<file path="config.mk">
export PLATFORM = sky130hd
export DESIGN_NAME = warp_fetch_sched
export DESIGN_NICKNAME = d
export VERILOG_FILES = /design/src/rtl/warp_fetch_sched.sv
export SDC_FILE = /design/constraint.sdc
export NUM_CORES = 1
export LEC_CHECK = 0
export ABC_AREA = 1
export CORE_MARGIN = 10
export CORE_UTILIZATION = 53
export CTS_CLUSTER_DIAMETER = 200
export CTS_CLUSTER_SIZE = 28
export DETAILED_ROUTE_END_ITERATION = 10
export PLACE_DENSITY = 0.93
export SLEW_MARGIN = 15
export SYNTH_ARGS = -nofsm -noshare
export SYNTH_HDL_FRONTEND = slang
export SYNTH_SLANG_ARGS = --single-unit
</file>
<file path="constraint.sdc">
create_clock -name clk -period 7.5 [get_ports clk]
set_input_delay 1.5 -clock clk [delete_from_list [all_inputs] [get_ports clk]]
set_output_delay 1.5 -clock clk [all_outputs]
set_load 0.02 [all_outputs]
</file>
<file path="src/rtl/warp_fetch_sched.sv">
// Multi-warp fetch front end: per-warp PC/active state, round-robin pick, 2-cycle I-cache path.
// Optional perf counters (FetchCnt_PC, SquashCnt_PC) when FETCH_PERF_CNT_EN is defined.
module warp_fetch_sched #(
    parameter int NUM_WARPS = 8,
    parameter int WID_W     = $clog2(NUM_WARPS),
    parameter int PC_W      = 10,
    parameter int INST_W    = 32
) (
    input  logic                      clk,
    input  logic                      rst_n,
    input  logic [WID_W-1:0]          WarpID_TM_PC,
    input  logic                      UpdatePC_TM_PC,
    input  logic [PC_W-1:0]           StartingPC_TM_PC,
    input  logic [NUM_WARPS-1:0]      UpdatePC_Qual1_SIMT_PC,
    input  logic [NUM_WARPS*PC_W-1:0] TargetAddr_ALU_PC,
    input  logic [NUM_WARPS-1:0]      UpdatePC_Qual2_SIMT_PC,
    input  logic [NUM_WARPS*PC_W-1:0] TargetAddr_SIMT_PC,
    input  logic [NUM_WARPS-1:0]      Stall_SIMT_PC,
    input  logic [NUM_WARPS-1:0]      Req_IB_PC,
    input  logic [NUM_WARPS-1:0]      Exit_ID_PC,
    output logic [PC_W-1:0]           Addr_PC_ICache,
    output logic                      RdEn_PC_ICache,
    input  logic [INST_W-1:0]         Inst_ICache_IF,
    output logic [NUM_WARPS-1:0]      Valid_IF_ID,
    output logic [WID_W-1:0]          WarpID_IF_ID,
    output logic [INST_W-1:0]         Inst_IF_ID,
    output logic [PC_W-1:0]           PCplus4_IF_ID,
`ifdef FETCH_PERF_CNT_EN
    output logic [31:0]               FetchCnt_PC,
    output logic [31:0]               SquashCnt_PC,
`endif
    output logic [NUM_WARPS-1:0]      Active_PC
);

    logic [PC_W-1:0]      pc_q [NUM_WARPS];
    logic [NUM_WARPS-1:0] active_q;
    logic [WID_W-1:0]     ptr_q;

    logic [NUM_WARPS-1:0] tm_hit;
    logic [NUM_WARPS-1:0] kill;
    logic [NUM_WARPS-1:0] elig;
    logic                 gnt_vld;
    logic [WID_W-1:0]     gnt_id;

    logic                 s1_vld;
    logic [WID_W-1:0]     s1_wid;
    logic [PC_W-1:0]      s1_pc;
    logic                 deliver;

    assign tm_hit = UpdatePC_TM_PC ? (NUM_WARPS'(1) << WarpID_TM_PC) : '0;
    assign kill   = tm_hit | UpdatePC_Qual1_SIMT_PC
                  | UpdatePC_Qual2_SIMT_PC | Exit_ID_PC;
    assign elig   = active_q & Req_IB_PC & ~Stall_SIMT_PC & ~kill;

    // Scan upward from the RR pointer; WID_W arithmetic wraps for free.
    always_comb begin
        logic [WID_W-1:0] idx;
        gnt_vld = 1'b0;
        gnt_id  = '0;
        idx     = '0;
        for (int i = 0; i < NUM_WARPS; i++) begin
            idx = ptr_q + WID_W'(i);
            if (!gnt_vld && elig[idx]) begin
                gnt_vld = 1'b1;
                gnt_id  = idx;
            end
        end
    end

    assign RdEn_PC_ICache = gnt_vld;
    assign Addr_PC_ICache = gnt_vld ? pc_q[gnt_id] : '0;
    assign Active_PC      = active_q;

    always_ff @(posedge clk or negedge rst_n) begin
        if (!rst_n) begin
            for (int w = 0; w < NUM_WARPS; w++) begin
                pc_q[w] <= '0;
            end
            active_q <= '0;
            ptr_q    <= '0;
        end else begin
            for (int w = 0; w < NUM_WARPS; w++) begin
                if (tm_hit[w]) begin
                    pc_q[w] <= StartingPC_TM_PC;
                end else if (UpdatePC_Qual1_SIMT_PC[w]) begin
                    pc_q[w] <= TargetAddr_ALU_PC[w*PC_W +: PC_W];
                end else if (UpdatePC_Qual2_SIMT_PC[w]) begin
                    pc_q[w] <= TargetAddr_SIMT_PC[w*PC_W +: PC_W];
                end else if (gnt_vld && gnt_id == WID_W'(w)) begin
                    pc_q[w] <= pc_q[w] + 1'b1;
                end
                if (tm_hit[w]) begin
                    active_q[w] <= 1'b1;
                end else if (Exit_ID_PC[w]) begin
                    active_q[w] <= 1'b0;
                end
            end
            if (gnt_vld) begin
                ptr_q <= gnt_id + 1'b1;
            end
        end
    end

    // In-flight tag for the fetch issued this cycle.
    always_ff @(posedge clk or negedge rst_n) begin
        if (!rst_n) begin
            s1_vld <= 1'b0;
            s1_wid <= '0;
            s1_pc  <= '0;
        end else begin
            s1_vld <= gnt_vld;
            if (gnt_vld) begin
                s1_wid <= gnt_id;
                s1_pc  <= pc_q[gnt_id] + 1'b1;
            end
        end
    end

    assign deliver = s1_vld && !kill[s1_wid];

    always_ff @(posedge clk or negedge rst_n) begin
        if (!rst_n) begin
            Valid_IF_ID   <= '0;
            WarpID_IF_ID  <= '0;
            Inst_IF_ID    <= '0;
            PCplus4_IF_ID <= '0;
        end else begin
            Valid_IF_ID <= deliver ? (NUM_WARPS'(1) << s1_wid) : '0;
            if (deliver) begin
                WarpID_IF_ID  <= s1_wid;
                Inst_IF_ID    <= Inst_ICache_IF;
                PCplus4_IF_ID <= s1_pc;
            end
        end
    end

`ifdef FETCH_PERF_CNT_EN
    always_ff @(posedge clk or negedge rst_n) begin
        if (!rst_n) begin
            FetchCnt_PC  <= '0;
            SquashCnt_PC <= '0;
        end else begin
            if (deliver && FetchCnt_PC != 32'hFFFF_FFFF) begin
                FetchCnt_PC <= FetchCnt_PC + 1'b1;
            end
            if (s1_vld && kill[s1_wid] && SquashCnt_PC != 32'hFFFF_FFFF) begin
                SquashCnt_PC <= SquashCnt_PC + 1'b1;
            end
        end
    end
`endif

endmodule

</file>
Yosys cells after proc, flatten, opt, wreduce, memory -nomap -nowiden --
Cells that the tools add are included.
Operators by class: reductions and logical operators 41, $lt $le $gt $ge 10, bitwise gates (word level) 9, multiplexer cells 88, add/subtract/negate cells 17, equal/unequal tests 7, shift-type cells 2
Operator list (number):
- 10-bit 2-to-1 mux | 35
- 10-bit by 1-bit adder with 10-bit output, second input constant | 9
- 3-bit by 4-bit < comparator with 1-bit output, second input constant | 9
- 1-bit 2-to-1 mux | 33
- 4-bit nonzero test | 8
- 10-bit binary-select mux with 3-bit select | 1
- 1-bit binary-select mux with 3-bit select | 9
- 8-bit AND | 3
- 3-bit 2-to-1 mux | 8
- 8-bit OR | 3
- 1-bit logical AND | 16
- 8-bit 2-to-1 mux | 2
- 8-bit NOT | 2
- 2-bit nonzero test | 8
- 1-bit by 3-bit left shift with 8-bit output, first input constant | 2
- 3-bit adder, second input constant | 4
- 3-bit == test, second input constant | 4
- 1-bit logical NOT | 8
- 3-bit by 1-bit adder with 3-bit output, second input constant | 2
- 3-bit by 2-bit adder with 3-bit output, second input constant | 2
- 3-bit by 2-bit == test with 1-bit output, second input constant | 2
- 4-bit >= comparator, second input constant | 1
- 3-bit NOT with 4-bit output | 1
- 3-bit by 1-bit == test with 1-bit output, second input constant | 1
- 3-bit logical NOT | 1
Storage, ports and cells: register bits 158, word-level logic and storage cells 198, output and inout port bits 72

Logic depth before layout (Yosys ltp) --
depth after elaboration 37, mapped depth 27, depth with buffers taken out 26

Worst setup path before layout --
Ideal clock, no wire load.
path type input to output, start point input port UpdatePC_TM_PC, end point output port Addr_PC_ICache[9], data arrival time 3752 ps, buffers on the path 2, data required time 6000 ps, setup slack 2248 ps, cell stages on the path 20, cells stage by stage inv_1 nor2_2 nand2_2 nand3_1 nand2_1 nand3_1 nand3_2 nand2_2 nand4_4 nor2_4 nand3_1 nand3_2 nand2_2 buf_6 buf_2 a21oi_1 o21ai_0 nand3_1 nand2_1 nor2_1
On the way: cells in the longest elaborated chain, start to end 35, elaborated cells on any way between the ends 57
RTL lines:
- start, declared | line 12 | input logic UpdatePC_TM_PC,
- 8-bit 2-to-1 mux * | line 50 | assign tm_hit = UpdatePC_TM_PC ? (NUM_WARPS'(1) << WarpID_TM_PC) : '0;
- 8-bit OR * | line 51 | assign kill = tm_hit | UpdatePC_Qual1_SIMT_PC
- 8-bit OR * (2 in series) | line 52 | | UpdatePC_Qual2_SIMT_PC | Exit_ID_PC;
- 8-bit NOT * | line 53 | assign elig = active_q & Req_IB_PC & ~Stall_SIMT_PC & ~kill;
- 8-bit AND * | line 53
- 1-bit binary-select mux with 3-bit select | line 63 | if (!gnt_vld && elig[idx]) begin
- 1-bit 2-to-1 mux (not written as such) | line 63
- 1-bit 2-to-1 mux | line 63
- (+17 left out)
- 1-bit 2-to-1 mux | line 63
- 1-bit logical NOT | line 63
- 1-bit logical AND | line 63
- 3-bit 2-to-1 mux | line 63
- 3-bit NOT with 4-bit output (not written as such) | line 71 | assign Addr_PC_ICache = gnt_vld ? pc_q[gnt_id] : '0;
- 10-bit binary-select mux with 3-bit select | line 71
- 10-bit 2-to-1 mux (not written as such) (2 in series) | line 71
- 10-bit 2-to-1 mux * | line 71
- end, declared | line 21 | output logic [PC_W-1:0] Addr_PC_ICache,
Every way passes the cells marked *; elsewhere a longest branch is shown, timed or not. The select of a mux whose other input is x is not followed.

Worst setup path after layout --
start point input port WarpID_TM_PC[0], end point output port Addr_PC_ICache[9]
On the way: cells in the longest elaborated chain, start to end 36, elaborated cells on any way between the ends 58
RTL lines:
- start, declared | line 11 | input logic [WID_W-1:0] WarpID_TM_PC,
- 1-bit by 3-bit left shift with 8-bit output * | line 50
- 8-bit 2-to-1 mux * | line 50
- 8-bit OR * | line 51
- 8-bit OR * (2 in series) | line 52
- 8-bit NOT * | line 53
- 8-bit AND * | line 53
- 1-bit binary-select mux with 3-bit select | line 63
- 1-bit 2-to-1 mux (not written as such) | line 63
- (+18 left out)
- 1-bit 2-to-1 mux | line 63
- 1-bit logical NOT | line 63
- 1-bit logical AND | line 63
- 3-bit 2-to-1 mux | line 63
- 3-bit NOT with 4-bit output (not written as such) | line 71
- 10-bit binary-select mux with 3-bit select | line 71
- 10-bit 2-to-1 mux (not written as such) (2 in series) | line 71
- 10-bit 2-to-1 mux * | line 71
Marked as above.

==> flow_summary.ini <==
[synthesis]
synth_cells = 1673
synth.yosys.warnings = 0
synth.ff_latch_count = 158
async_reset_ff_share_pct = 100
synth-simple-area-share_pct = 31.2
combinational_family_with_the_most_area_after_synthesis = simple AND/OR/NAND/NOR gates
synth_compound_gate_area_share_pct = 19.4
synth_area_in_xor_xnor_pct = 3.00
muxShareOfSynthArea_pct = 0
postSynthNetCount = 1938
synth_enable_flop_cells = 0
dominantRegCellSynth = sky130_fd_sc_hd__dfrtp_1
syn_area_per_cell_um2 = 6.80
yosys.area_share.adder_pct = 1.87
synth.lib_cells_used.distinct = 41
synth_area_um2 = 11400
synth_seq_area_share_pct = 34.7

[drt]
vias_per_cell = 5.92
drt_pass1_iterations = 6
routed-via-count = 13200
routedWlPerCell_um = 20.3
dr.first_iter.drc_count = 1531
drc = 0
antenna_left = 0
detail_route.wirelength_um = 45400

[die]
initial_utilization_pct = 54.0
core.rowCount = 53
floorplan.core_area_um2 = 21100
dieWidth_um = 167
floorplan.die_area_um2 = 27700
chipHeight_um = 167
io_pins = 320

[critical_path]
r2r_cells = 18
worst_path_cell_with_the_longest_stage_delay = sky130_fd_sc_hd__clkdlybuf4s50_1
worstSetupStartpointType = input pin
r2r-start = ptr_q[1]
timing_worst_setup_path_type = input pin to output port
worstSetupEndpointType = output port
worst_ep_required_time_ns = 6.00
cp_slowest_stage_delay_ns = 0.68
critical_path.max_fanout = 23
path_cells = clkdlybuf4s50_1 > nand2_1 > inv_2 > nand2_2 > nand3_1 > nand2_1 > nand3_1 > nand3_1 > nand2_2 > nand4_4 > nor2_4 > nand2_1 > nor2_1 > nand3_1 > nand2_2 > inv_2 > nand3_1 > nand2_1 > nor2_1 > clkdlybuf4s50_1
worstPathArrival_ns = 5.53
timing.critical_path.mode_cell = sky130_fd_sc_hd__nand3_1
ff2ff_setup_slack_ns = 2.79
critical_path.reg2reg.endpoint = pc_q[41]

[run_status]
run_status = finished, final reports clean

[placement]
postPlaceCellArea_um2 = 14700
preCtsSetupSlack_ns = 0.598
gpl.final_weighted_congestion = 1.00
dp_hpwl_um = 35500
i_o_buffers = 319
placed_cells_incl_taps = 2205

[sta]
slew_headroom_pct = 21.9
final_critical_path_setup_slack_ns = 0.465
fmax_ghz = 0.142
tns_ns = 0
hold_viol = 0
maxSlewViolCount = 0
fin_crit_sh_pct = 93.8
setup_repair_after_global_routing_missed_its_margin = false
final.min_clock_period_ns = 7.03
tightest_slew_ns = 1.16
final-setup-viol-count = 0
fin_skew_ns = 0.0141

[cells_and_area]
flow.area_growth_from_synthesis_pct = 34.8
layout_cell_share_with_drive_strength_beyond_1_pct = 5.30
layout.cells.most_common = sky130_fd_sc_hd__nand2_1
most-common-layout-cells = 431 x sky130_fd_sc_hd__nand2_1, 318 x sky130_fd_sc_hd__clkdlybuf4s50_1, 174 x sky130_fd_sc_hd__inv_1, 169 x sky130_fd_sc_hd__nand3_1, 158 x sky130_fd_sc_hd__dfrtp_1
final_cell_area_um2 = 15300
finish.net_count = 2214
final_cells = 2238
num-fill-cells = 1648

[cts]
clock-sinks = 158
root_buffer = sky130_fd_sc_hd__clkbuf_16
cts_repair_resize_count = 0
cts.clk_slew.worst_paths_ns = 0.07
ctsLongestPathBuffers = 2
cts_post_setup_buffers_inserted = 0
clk_latency_ns = 0.45
cts_made_buffers = 17
cts-hold-fix-buffers = 0
cts.htree.levels = 4
cts_tree = built

[min_path]
hold_path_startpoint = Inst_IF_ID[2]
hold_end = Inst_IF_ID[2]
worstHoldPathType = flop to flop
worst_hold_path.num_cells = 2

[grt]
initial_antenna_violation_count = 2
grt.overflow.total = 0
grt_start_max_net_pins = 82
grt_first_pass_wirelength_um = 70700
overall_routing_resource_usage_pct = 31.5
vias_in_the_first_global_route = 12700

[job]
maxCapViolations = 0

[power_and_ir_drop]
power.share.combinational_pct = 72.1
power.switching_fraction_pct = 56.1
internal_power_mw = 4.08
power_frac_clock_pct = 9.6
vdd.ir_drop.worst_mv = 0.499
seqPwrFrac_pct = 18.3
power_per_unit_of_standard_cell_area_nw_per_um2 = 606
power.net_switching_mw = 5.21
power.leakage_nw = 7.07
==> logic make-up after synthesis <==
family	after synthesis
AO/OA/AOI/OAI	362
XOR/XNOR	39
adder cells (fa/ha/maj)	17
buffers and inverters	279
flip-flops	158
AND/OR/NAND/NOR	818
==> synthesized netlist by cell type, types with 9 or more instances <==
library cell | count | area [um2]
sky130_fd_sc_hd__a21oi_1 | 42 | 210
sky130_fd_sc_hd__nand3_1 | 169 | 846
sky130_fd_sc_hd__nand2_1 | 431 | 1620
sky130_fd_sc_hd__nand2_2 | 11 | 68.8
sky130_fd_sc_hd__o311ai_0 | 15 | 131
sky130_fd_sc_hd__xor2_1 | 37 | 324
sky130_fd_sc_hd__nand4_1 | 9 | 56.3
sky130_fd_sc_hd__nor3_1 | 38 | 190
sky130_fd_sc_hd__clkbuf_1 | 58 | 218
sky130_fd_sc_hd__o21ai_0 | 141 | 706
sky130_fd_sc_hd__dfrtp_1 | 158 | 3950
sky130_fd_sc_hd__o21ai_1 | 31 | 155
sky130_fd_sc_hd__inv_1 | 174 | 653
sky130_fd_sc_hd__o211ai_1 | 113 | 848
sky130_fd_sc_hd__buf_2 | 22 | 110
sky130_fd_sc_hd__ha_1 | 17 | 213
sky130_fd_sc_hd__nor2_1 | 130 | 488
==> how the worst max path moves through the flow <==
stage / from / endpoint / slack [ns] / cells after the start
floorplan: UpdatePC_TM_PC / Addr_PC_ICache[9] / 2.25 / 20
global placement: WarpID_TM_PC[0] / Addr_PC_ICache[0] / 0.66 / 19
detailed placement: WarpID_TM_PC[0] / Addr_PC_ICache[3] / 0.60 / 20
CTS: WarpID_TM_PC[0] / Addr_PC_ICache[0] / 0.57 / 19
global route: WarpID_TM_PC[0] / Addr_PC_ICache[3] / 0.13 / 20
finish: WarpID_TM_PC[0] / Addr_PC_ICache[9] / 0.47 / 20
==> stage by stage <==
| stage | utilization, % | power (mW) | hold WS (ns) |
|---|---|---|---|
| floorplan | - | 6.06 | 0.449 |
| global placement | 69.9 | 8.06 | 0.453 |
| detailed placement | 69.9 | 8.19 | 0.459 |
| CTS | 72.7 | 9.15 | 0.476 |
| global route | 72.7 | 9.97 | 0.503 |
| finish | 72.7 | 9.29 | 0.475 |
==> worst max-delay path: cells and delay by family <==
family	cells	cell delay, ns
buffers and inverters	4	1.50
AND/OR/NAND/NOR	16	2.51
==> layer usage <==
layer / global-route usage [%] / wire, um
met3: 8.21 / 5440
met1: 40.8 / 17900
met2: 49.6 / 20500
met5: 0 / 22
met4: 11.6 / 1620
==> flip-flops by register name (all words and copies together), names as in the netlist <==
register,cells
s1_vld,1
Inst_IF_ID,32
Active_PC,8
s1_wid,3
pc_q,80
ptr_q,3
WarpID_IF_ID,3
PCplus4_IF_ID,10
Valid_IF_ID,8
s1_pc,10
==> cell type report <==
| type | count | area [um2] | share of cell area, % |
|---|---|---|---|
| Sequential cell | 158 | 3950 | 25.8 |
| Clock buffer | 17 | 425 | 2.77 |
| Multi-Input combinational cell | 1236 | 6310 | 41.1 |
| Clock inverter | 15 | 173 | 1.13 |
| Tap cell | 275 | 344 | 2.24 |
| Antenna cell | 1 | 2.50 | 0.0163 |
| Inverter | 188 | 707 | 4.61 |
| Timing Repair Buffer | 348 | 3420 | 22.3 |
==> power by group through the flow <==
stage,logic [mW],clock network [mW],registers (mW)
final,6.70,0.893,1.70
after global routing,7.31,0.927,1.73
after CTS,6.58,0.893,1.68
after detailed placement,6.50,0,1.69
after global placement,6.38,0,1.68
after floorplan,4.38,0,1.69
Note: power is estimated with default switching activity, not from simulation.
